===== config.mk =====
export PLATFORM = sky130hd
export DESIGN_NAME = mips_mc_ctrl_flat
export DESIGN_NICKNAME = d
export VERILOG_FILES = /design/src/rtl/mips_mc_ctrl_if.sv /design/src/rtl/mips_mc_ctrl.sv /design/src/flat_wrapper.sv
export SDC_FILE = /design/constraint.sdc
export NUM_CORES = 1
export LEC_CHECK = 0
export BUFFER_PORTS_ARGS = -buffer_cell sky130_fd_sc_hd__buf_2
export CORE_ASPECT_RATIO = 0.6
export CORE_MARGIN = 5
export CORE_UTILIZATION = 35
export CTS_CLUSTER_DIAMETER = 150
export DETAILED_ROUTE_END_ITERATION = 8
export PLACE_DENSITY_LB_ADDON = 0.08
export SLEW_MARGIN = 20
export SYNTH_ARGS = -nofsm -noshare
export SYNTH_HDL_FRONTEND = slang
export SYNTH_SLANG_ARGS = --single-unit

===== constraint.sdc =====
create_clock -name clk -period 2 [get_ports clk]
set_input_delay 0.1 -clock clk [delete_from_list [all_inputs] [get_ports clk]]
set_output_delay 0.1 -clock clk [all_outputs]
set_load 0.02 [all_outputs]

===== src/rtl/mips_mc_ctrl_if.sv =====
// mips_mc_ctrl_if: instruction fields in, datapath enables and ALU op out
interface mips_mc_ctrl_if;
  logic [5:0] opcode;
  logic [5:0] funct;
  logic       zero;
  logic       pc_en;
  logic       iord;
  logic       mem_read;
  logic       mem_write;
  logic       ir_write;
  logic       reg_dst;
  logic       mem_to_reg;
  logic       reg_write;
  logic       alu_src_a;
  logic [1:0] alu_src_b;
  logic       imm_zext;
  logic [1:0] pc_source;
  logic [3:0] alu_ctr;
  logic [3:0] state;
  logic       illegal;
  modport master (
    input  opcode, funct, zero,
    output pc_en, iord, mem_read, mem_write, ir_write, reg_dst, mem_to_reg, reg_write,
           alu_src_a, alu_src_b, imm_zext, pc_source, alu_ctr, state, illegal
  );
  modport slave (
    output opcode, funct, zero,
    input  pc_en, iord, mem_read, mem_write, ir_write, reg_dst, mem_to_reg, reg_write,
           alu_src_a, alu_src_b, imm_zext, pc_source, alu_ctr, state, illegal
  );
endinterface


===== src/rtl/mips_mc_ctrl.sv =====
// mips_mc_ctrl: multicycle MIPS main control FSM with stretched memory states
module mips_mc_ctrl #(
  parameter int MEM_LAT = 1,
  parameter int CNT_W   = 4
) (
  input logic           clk,
  input logic           rst_n,
  mips_mc_ctrl_if.master bus
);
  typedef enum logic [3:0] {
    S_FETCH = 4'd0, S_DECODE = 4'd1, S_MEM_ADDR = 4'd2, S_MEM_READ = 4'd3,
    S_MEM_WB = 4'd4, S_MEM_WRITE = 4'd5, S_EXEC = 4'd6, S_R_WB = 4'd7,
    S_BRANCH = 4'd8, S_JUMP = 4'd9, S_IMM_EXEC = 4'd10, S_IMM_WB = 4'd11,
    S_RST = 4'd14, S_TRAP = 4'd15
  } state_t;
  state_t           state_q, state_d, dec_next;
  logic [CNT_W-1:0] cnt_q, cnt_d;
  logic [5:0]       op_q, op_d;
  logic [3:0]       f_ctr, imm_ctr;
  logic             f_ok, last, imm_zx;
  always_comb begin
    f_ctr = bus.funct == 6'b100100 ? 4'd0 :
            bus.funct == 6'b100101 ? 4'd1 :
            bus.funct == 6'b100000 ? 4'd2 :
            bus.funct == 6'b100010 ? 4'd6 :
            bus.funct == 6'b101010 ? 4'd7 :
            bus.funct == 6'b100111 ? 4'd12 : 4'd15;
    f_ok = f_ctr != 4'd15;
    imm_ctr = bus.opcode == 6'b001100 ? 4'd0 :
              bus.opcode == 6'b001101 ? 4'd1 :
              bus.opcode == 6'b001010 ? 4'd7 : 4'd2;
    imm_zx = bus.opcode == 6'b001100 || bus.opcode == 6'b001101;
    last = cnt_q == CNT_W'(MEM_LAT - 1);
    dec_next = bus.opcode == 6'b000000 ? (f_ok ? S_EXEC : S_TRAP) :
               (bus.opcode == 6'b100011 || bus.opcode == 6'b101011) ? S_MEM_ADDR :
               (bus.opcode == 6'b000100 || bus.opcode == 6'b000101) ? S_BRANCH :
               bus.opcode == 6'b000010 ? S_JUMP :
               (bus.opcode == 6'b001000 || bus.opcode == 6'b001100 ||
                bus.opcode == 6'b001101 || bus.opcode == 6'b001010) ? S_IMM_EXEC : S_TRAP;
  end
  always_comb begin
    state_d = state_q;
    cnt_d   = cnt_q;
    op_d    = op_q;
    case (state_q)
      S_RST:      state_d = S_FETCH;
      S_FETCH, S_MEM_READ, S_MEM_WRITE: begin
        cnt_d = last ? '0 : cnt_q + 1'b1;
        if (last) state_d = state_q == S_FETCH ? S_DECODE : state_q == S_MEM_READ ? S_MEM_WB : S_FETCH;
      end
      S_DECODE: begin
        op_d    = bus.opcode;
        state_d = dec_next;
      end
      S_MEM_ADDR: state_d = op_q == 6'b101011 ? S_MEM_WRITE : S_MEM_READ;
      S_EXEC:     state_d = S_R_WB;
      S_IMM_EXEC: state_d = S_IMM_WB;
      S_TRAP:     state_d = S_TRAP;
      default:    state_d = S_FETCH;
    endcase
  end
  always_ff @(posedge clk or negedge rst_n) begin
    if (!rst_n) begin
      state_q <= S_RST;
      cnt_q   <= '0;
      op_q    <= '0;
    end else begin
      state_q <= state_d;
      cnt_q   <= cnt_d;
      op_q    <= op_d;
    end
  end
  assign bus.state = state_q;
  always_comb begin
    bus.pc_en      = 1'b0;
    bus.iord       = 1'b0;
    bus.mem_read   = 1'b0;
    bus.mem_write  = 1'b0;
    bus.ir_write   = 1'b0;
    bus.reg_dst    = 1'b0;
    bus.mem_to_reg = 1'b0;
    bus.reg_write  = 1'b0;
    bus.alu_src_a  = 1'b0;
    bus.alu_src_b  = 2'b00;
    bus.imm_zext   = 1'b0;
    bus.pc_source  = 2'b00;
    bus.alu_ctr    = 4'd2;
    bus.illegal    = 1'b0;
    case (state_q)
      S_FETCH: begin
        bus.mem_read  = 1'b1;
        bus.alu_src_b = 2'b01;
        bus.ir_write  = last;
        bus.pc_en     = last;
      end
      S_DECODE:   bus.alu_src_b = 2'b11;
      S_MEM_ADDR: begin
        bus.alu_src_a = 1'b1;
        bus.alu_src_b = 2'b10;
      end
      S_MEM_READ: begin
        bus.iord     = 1'b1;
        bus.mem_read = 1'b1;
      end
      S_MEM_WRITE: begin
        bus.iord      = 1'b1;
        bus.mem_write = 1'b1;
      end
      S_MEM_WB: begin
        bus.mem_to_reg = 1'b1;
        bus.reg_write  = 1'b1;
      end
      S_EXEC: begin
        bus.alu_src_a = 1'b1;
        bus.alu_ctr   = f_ok ? f_ctr : 4'd2;
      end
      S_R_WB: begin
        bus.reg_dst   = 1'b1;
        bus.reg_write = 1'b1;
      end
      S_IMM_EXEC: begin
        bus.alu_src_a = 1'b1;
        bus.alu_src_b = 2'b10;
        bus.alu_ctr   = imm_ctr;
        bus.imm_zext  = imm_zx;
      end
      S_IMM_WB:   bus.reg_write = 1'b1;
      S_BRANCH: begin
        bus.alu_src_a = 1'b1;
        bus.alu_ctr   = 4'd6;
        bus.pc_source = 2'b01;
        bus.pc_en     = op_q == 6'b000101 ? ~bus.zero : bus.zero;
      end
      S_JUMP: begin
        bus.pc_source = 2'b10;
        bus.pc_en     = 1'b1;
      end
      S_TRAP:     bus.illegal = 1'b1;
      default: ;
    endcase
  end
endmodule


===== src/flat_wrapper.sv =====
// flat-port wrapper written by rule: the top's interface ports become plain ports
module mips_mc_ctrl_flat 
#(
  parameter int MEM_LAT = 1,
  parameter int CNT_W   = 4
)
  (clk, rst_n, bus_opcode, bus_funct, bus_zero, bus_pc_en, bus_iord, bus_mem_read, bus_mem_write, bus_ir_write, bus_reg_dst, bus_mem_to_reg, bus_reg_write, bus_alu_src_a, bus_alu_src_b, bus_imm_zext, bus_pc_source, bus_alu_ctr, bus_state, bus_illegal);
  mips_mc_ctrl_if bus_i ();
  input logic clk;
  input logic rst_n;
  input wire logic [$bits(bus_i.opcode)-1:0] bus_opcode;
  input wire logic [$bits(bus_i.funct)-1:0] bus_funct;
  input wire logic [$bits(bus_i.zero)-1:0] bus_zero;
  output wire logic [$bits(bus_i.pc_en)-1:0] bus_pc_en;
  output wire logic [$bits(bus_i.iord)-1:0] bus_iord;
  output wire logic [$bits(bus_i.mem_read)-1:0] bus_mem_read;
  output wire logic [$bits(bus_i.mem_write)-1:0] bus_mem_write;
  output wire logic [$bits(bus_i.ir_write)-1:0] bus_ir_write;
  output wire logic [$bits(bus_i.reg_dst)-1:0] bus_reg_dst;
  output wire logic [$bits(bus_i.mem_to_reg)-1:0] bus_mem_to_reg;
  output wire logic [$bits(bus_i.reg_write)-1:0] bus_reg_write;
  output wire logic [$bits(bus_i.alu_src_a)-1:0] bus_alu_src_a;
  output wire logic [$bits(bus_i.alu_src_b)-1:0] bus_alu_src_b;
  output wire logic [$bits(bus_i.imm_zext)-1:0] bus_imm_zext;
  output wire logic [$bits(bus_i.pc_source)-1:0] bus_pc_source;
  output wire logic [$bits(bus_i.alu_ctr)-1:0] bus_alu_ctr;
  output wire logic [$bits(bus_i.state)-1:0] bus_state;
  output wire logic [$bits(bus_i.illegal)-1:0] bus_illegal;
  assign bus_i.opcode = bus_opcode;
  assign bus_i.funct = bus_funct;
  assign bus_i.zero = bus_zero;
  assign bus_pc_en = bus_i.pc_en;
  assign bus_iord = bus_i.iord;
  assign bus_mem_read = bus_i.mem_read;
  assign bus_mem_write = bus_i.mem_write;
  assign bus_ir_write = bus_i.ir_write;
  assign bus_reg_dst = bus_i.reg_dst;
  assign bus_mem_to_reg = bus_i.mem_to_reg;
  assign bus_reg_write = bus_i.reg_write;
  assign bus_alu_src_a = bus_i.alu_src_a;
  assign bus_alu_src_b = bus_i.alu_src_b;
  assign bus_imm_zext = bus_i.imm_zext;
  assign bus_pc_source = bus_i.pc_source;
  assign bus_alu_ctr = bus_i.alu_ctr;
  assign bus_state = bus_i.state;
  assign bus_illegal = bus_i.illegal;
  mips_mc_ctrl #(.MEM_LAT(MEM_LAT), .CNT_W(CNT_W)) u_core (.clk(clk), .rst_n(rst_n), .bus(bus_i));
endmodule

=== After elaboration in Yosys (flattened, before gate mapping) ===
Cells that the tools add are included.

* ROM bits: 0
* Bits of input ports: 15
* Bits in writable memories: 0
* Latch bits: 0
* Flip-flop bits (word level): 14
* Memories kept: 0
* Logic and storage cells: 88

* Reduce and logical (&&, ||, !) cells: 15
* $add $sub $neg: 1
* $lt $le $gt $ge: 0
* Shift-type cells: 0
* Multiply operators: 0
* Muxes and demuxes: 37
* Eq/ne operators: 31
* Divide/modulo/power cells: 0
* Bitwise gates (word level): 1

{| class="wikitable"
|+ Operators by type and width
! cell !! number
|-
| $mux W4 || 16
|-
| $eq A6 B6 Y1 const B || 9
|-
| $eq A6 B4 Y1 const B || 4
|-
| $pmux W4 S6 || 1
|-
| $eq A4 B4 Y1 const B || 5
|-
| $eq A6 B3 Y1 const B || 3
|-
| $eq A4 B3 Y1 const B || 4
|-
| $mux W3 || 4
|-
| $pmux W4 S3 || 1
|-
| $mux W1 || 11
|-
| $eq A4 B2 Y1 const B || 2
|-
| $logic_not A4 Y1 || 2
|-
| $eq A6 B2 Y1 const B || 1
|-
| $logic_not A6 Y1 || 1
|-
| $logic_or A1 B1 Y1 || 6
|-
| $pmux W2 S3 || 1
|-
| $reduce_or A2 Y1 || 3
|-
| $reduce_or A3 Y1 || 2
|-
| $add A4 B1 Y4 const B || 1
|-
| $eq A4 B1 Y1 const B || 1
|-
| $ne A4 B4 Y1 const B || 1
|-
| $pmux W2 S2 || 1
|-
| $reduce_or A4 Y1 || 1
|-
| $pmux W1 S3 || 1
|-
| 3 further kinds || 3
|}

=== Logic depth before layout (Yosys ltp) ===
* Depth after elaboration: 11
* Gate-level depth with buffers: 6

=== Worst setup path before layout ===
OpenSTA, ideal clock, no wires.

* Path type: reg2out
* From: reg u_core.state_q[2], in the netlist u_core.bus.state[2]
* To: out bus_reg_write
* Setup slack: 0.150 ns
* Arrival time: 1.750 ns
* Cell stages (with the launch flop): 5
* Data required time: 1.900 ns
* Cell sequence: dfstp_2 -> buf_2 -> nand2b_1 -> nor3_1 -> or2_2

* Cells in the longest elaborated chain, start to end: 3
* Elaborated cells between the ends (all ways): 5

{| class="wikitable"
|+ Ends and longest elaborated chain
! element !! RTL line !! source
|-
| from (decl) || mips_mc_ctrl.sv:16 || <nowiki>state_t state_q, state_d, dec_next;</nowiki>
|-
| from (signal assigned) || mips_mc_ctrl.sv:68 || <nowiki>state_q <= state_d;</nowiki>
|-
| $eq A4 B3 Y1 / $eq A4 B4 Y1 (equally long branches) || mips_mc_ctrl.sv:89 || <nowiki>case (state_q)</nowiki>
|-
| $reduce_or A3 Y1 (no source line) * || -- ||
|-
| $mux W1 * || mips_mc_ctrl.sv:89 ||
|-
| to (decl) || flat_wrapper.sv:21 || <nowiki>output wire logic [$bits(bus_i.reg_write)-1:0] bus_reg_write;</nowiki>
|}

Mark *: on every way between the ends. The rest lies on a longest branch, timed or not.

=== Worst setup path in the final report ===
* From: reg u_core.state_q[2], in the netlist u_core.bus.state[2]
* To: out bus_alu_ctr[0]

* Cells in the longest elaborated chain, start to end: 2
* Elaborated cells between the ends (all ways): 4

{| class="wikitable"
|+ Ends and longest elaborated chain
! element !! RTL line !! source
|-
| $eq A4 B4 Y1 / $eq A4 B3 Y1 (equally long branches) || mips_mc_ctrl.sv:89 ||
|-
| $pmux W4 S3 * || mips_mc_ctrl.sv:89 ||
|-
| to (decl) || flat_wrapper.sv:26 || <nowiki>output wire logic [$bits(bus_i.alu_ctr)-1:0] bus_alu_ctr;</nowiki>
|}

Marked as above.

==> results.cfg <==
[run_status]
status = complete, no violations

[global_routing]
grt_pass1_vias = 1155
track_usage = 0.145
grt_first_pass_wirelength_um = 5610
antenna_found_initial = 0
grt_max_degree = 17
grt_overflow = 0

[route]
drtIter0Drc = 200
routed_wl_um = 3390
vias = 1257
post_drt_wl_per_cell_um = 14.4
antenna_left = 0
drc_errors = 0
first_pass_iters = 5
via_per_inst = 5.35

[timing]
skew_ns = 0.00547
setup_violations = 0
rsz0062_at_grt = false
period_share = 0.950
tightestPinTransition_ns = 0.338
finalMaxSlewViolations = 0
slew_headroom = 0.773
finalCriticalPeriod_ns = 1.90
fmax_mhz = 526
setup-tns-final_ns = 0
hold_viol_final = 0

[setup_path]
arrival_ns = 1.80
critPathTopFamily = simple AND/OR/NAND/NOR gates
critical_path_buf_inv_count = 2
crit_type = flop to primary output
worstPathCellList = inv_2, nand2_2, or4_1, o22ai_1, buf_2
cp-end-kind = primary output
cp_data_required_time_ns = 1.90
worstSetupStartpointType = flop
cpMaxStageDelayCell = or4_1
cp_max_fo = 14
critPathMaxStageDelay_ns = 0.52

[floorplan]
ios = 38
die_h_um = 55.5
die_area_mm2 = 0.00477
coreArea_mm2 = 0.00328
die_w_um = 85.9
num_rows = 16
start_util = 0.369

[place]
gp_congestion = 0.799
hpwlAfterDp_um = 2640
portBuffers = 37

[layout]
multi_input_area_um2 = 797
area_delta_synth_final_pct = 25.9
seqCellArea_um2 = 354
fillers = 339
n_antenna_cell = 0
drive_gt1_frac = 0.363
final_util = 0.464
final_cell_mix = buf_2, nor2_1, nand2_1, dfrtp_1, o21ai_0
final_common_cell = buf_2
nNetsFinal = 208

[synth]
synth.top_cell.area_share = 0.228
yosysWarnings = 0
synth_edf_count = 0
synth.net_count = 165
yosysUniqueCellTypes = 50
synth-seq-area-share = 0.293
yosys-top-cells-area = dfrtp_1, dfstp_2, mux2_2
netlist_area_mm2 = 0.00121
synth_seq_cells = 14
synth_area_per_cell_um2 = 8.18
synth_top_area_cell = dfrtp_1
synth_flop_cell = dfrtp_1
async_flop_share = 1.00
syn_inst = 148

[clock_tree]
cts-buffers-inserted = 3
root_buffer = clkbuf_8
clkSinkCount = 14
clk_pin_slew_worst_paths_ns = 0.06
cts_buffer_depth = 2
clk_latency_ns = 0.25
tritoncts = built
htree_levels = 1

[pwr]
peakVddDrop_v = 0.000517
leakage_nw = 0.676
power.density_cell_area_mw_per_mm2 = 1390

[worst_hold_path]
hold_path.class = primary input to flop

[flow_run]
drv_cap = 0
logic make-up (layout without fill, tap and decap cells):
group / after synthesis / in the layout / share of synthesized area
xor gates and xnor gates: 4 / 4 / 0.0290
AOI/OAI and AO/OA: 33 / 33 / 0.187
buffers and inverters: 13 / 55 / 0.0507
and+or+nand+nor: 73 / 73 / 0.330
DFF: 14 / 14 / 0.293
muxes: 9 / 9 / 0.0900
adders and majority gates: 2 / 2 / 0.0207
cell usage after synthesis (2+ instances only):
cell type and n:
nand4_1 2, ha_1 2, o21ai_1 2, nor3b_1 4, nor2b_1 3, clkbuf_1 4
and2_1 2, mux2_4 2, nand2_2 2, nand3_1 2, o31ai_1 2, mux2_2 7
nand2b_1 5, nor3_1 6, xnor2_1 4, nand2_1 12, o21ai_0 9, nor2_1 20
dfrtp_1 11, nand4b_1 2, a21oi_1 3, nor2_4 2, a31oi_1 3, dfstp_2 3
o21a_1 2, inv_1 5, a32o_1 2, or2_1 2, or3_1 2
metrics by stage:
step,area [µm²],instances,total power [mW],hold slack (ns),setup slack (ns)
after floorplan,1210,148,1.48,-0.196,0.150
after global placement,1440,227,1.84,0.0140,0.230
after detailed placement,1440,227,1.85,0.0148,0.192
after CTS,1520,235,2.13,0.122,0.0925
after global routing,1520,235,2.29,0.119,0.0160
final,1520,235,2.12,0.121,0.0994
report_power, final:
part | total, mW | switching [mW] | internal (mW) | leakage, nW
registers | 0.513 | 0.111 | 0.402 | 0.169
clock network | 0.241 | 0.0997 | 0.141 | 0.0228
logic | 1.37 | 0.797 | 0.573 | 0.484
total | 2.12 | 1.01 | 1.12 | 0.676
worst reg2reg max path, stage by stage (launching register included):
cell       delay [ns]
dfstp_2          0.37
buf_4            0.15
buf_4            0.16
or2_1            0.32
nor2_4           0.22
o221a_2          0.26
a2bb2oi_1        0.07
nor3_1           0.23
timing repair:
| action | 4_1_cts | 5_1_grt |
|---|---|---|
| setup buffers | 3 | 0 |
| cloned | 0 | 0 |
| endpoints found under the hold margin | 11 | 0 |
| endpoints found under the setup margin | 1 | 3 |
| hold buffers | 1 | 0 |
| gates resized for setup | 0 | 1 |
sequential cells by signal, summed over array words and instances (netlist names):
register,flops
u_core.bus.state,4
u_core.cnt_q,4
u_core.op_q,6
final timing paths:
path	from	endpoint	cells after the start	slack, ns
worst max-delay path	u_core.bus.state[2]	bus_alu_ctr[0]	5	0.1
worst min-delay path	bus_opcode[3]	u_core.op_q[3]	2	0.12
worst max register to register	u_core.bus.state[3]	u_core.bus.state[0]	7	0.12
worst min register to register	u_core.cnt_q[3]	u_core.cnt_q[3]	1	0.49
max in group asynchronous	rst_n	u_core.bus.state[3]	2	1.42
min in group asynchronous	rst_n	u_core.op_q[0]	2	0.28
routing by layer:
layer  routed length (µm)  GRT usage
met4                   15     0.0226
met2                 1390      0.194
met5                    0          0
met3                  267     0.0490
met1                 1720      0.223
cell type report:
class | count | share of cell area
multi-input combinational | 121 | 0.523
clock buffer | 4 | 0.0296
timing repair buffer | 45 | 0.163
inverter | 6 | 0.0148
tap | 45 | 0.0370
sequential | 14 | 0.233
Note: power is estimated with default switching activity, not from simulation.
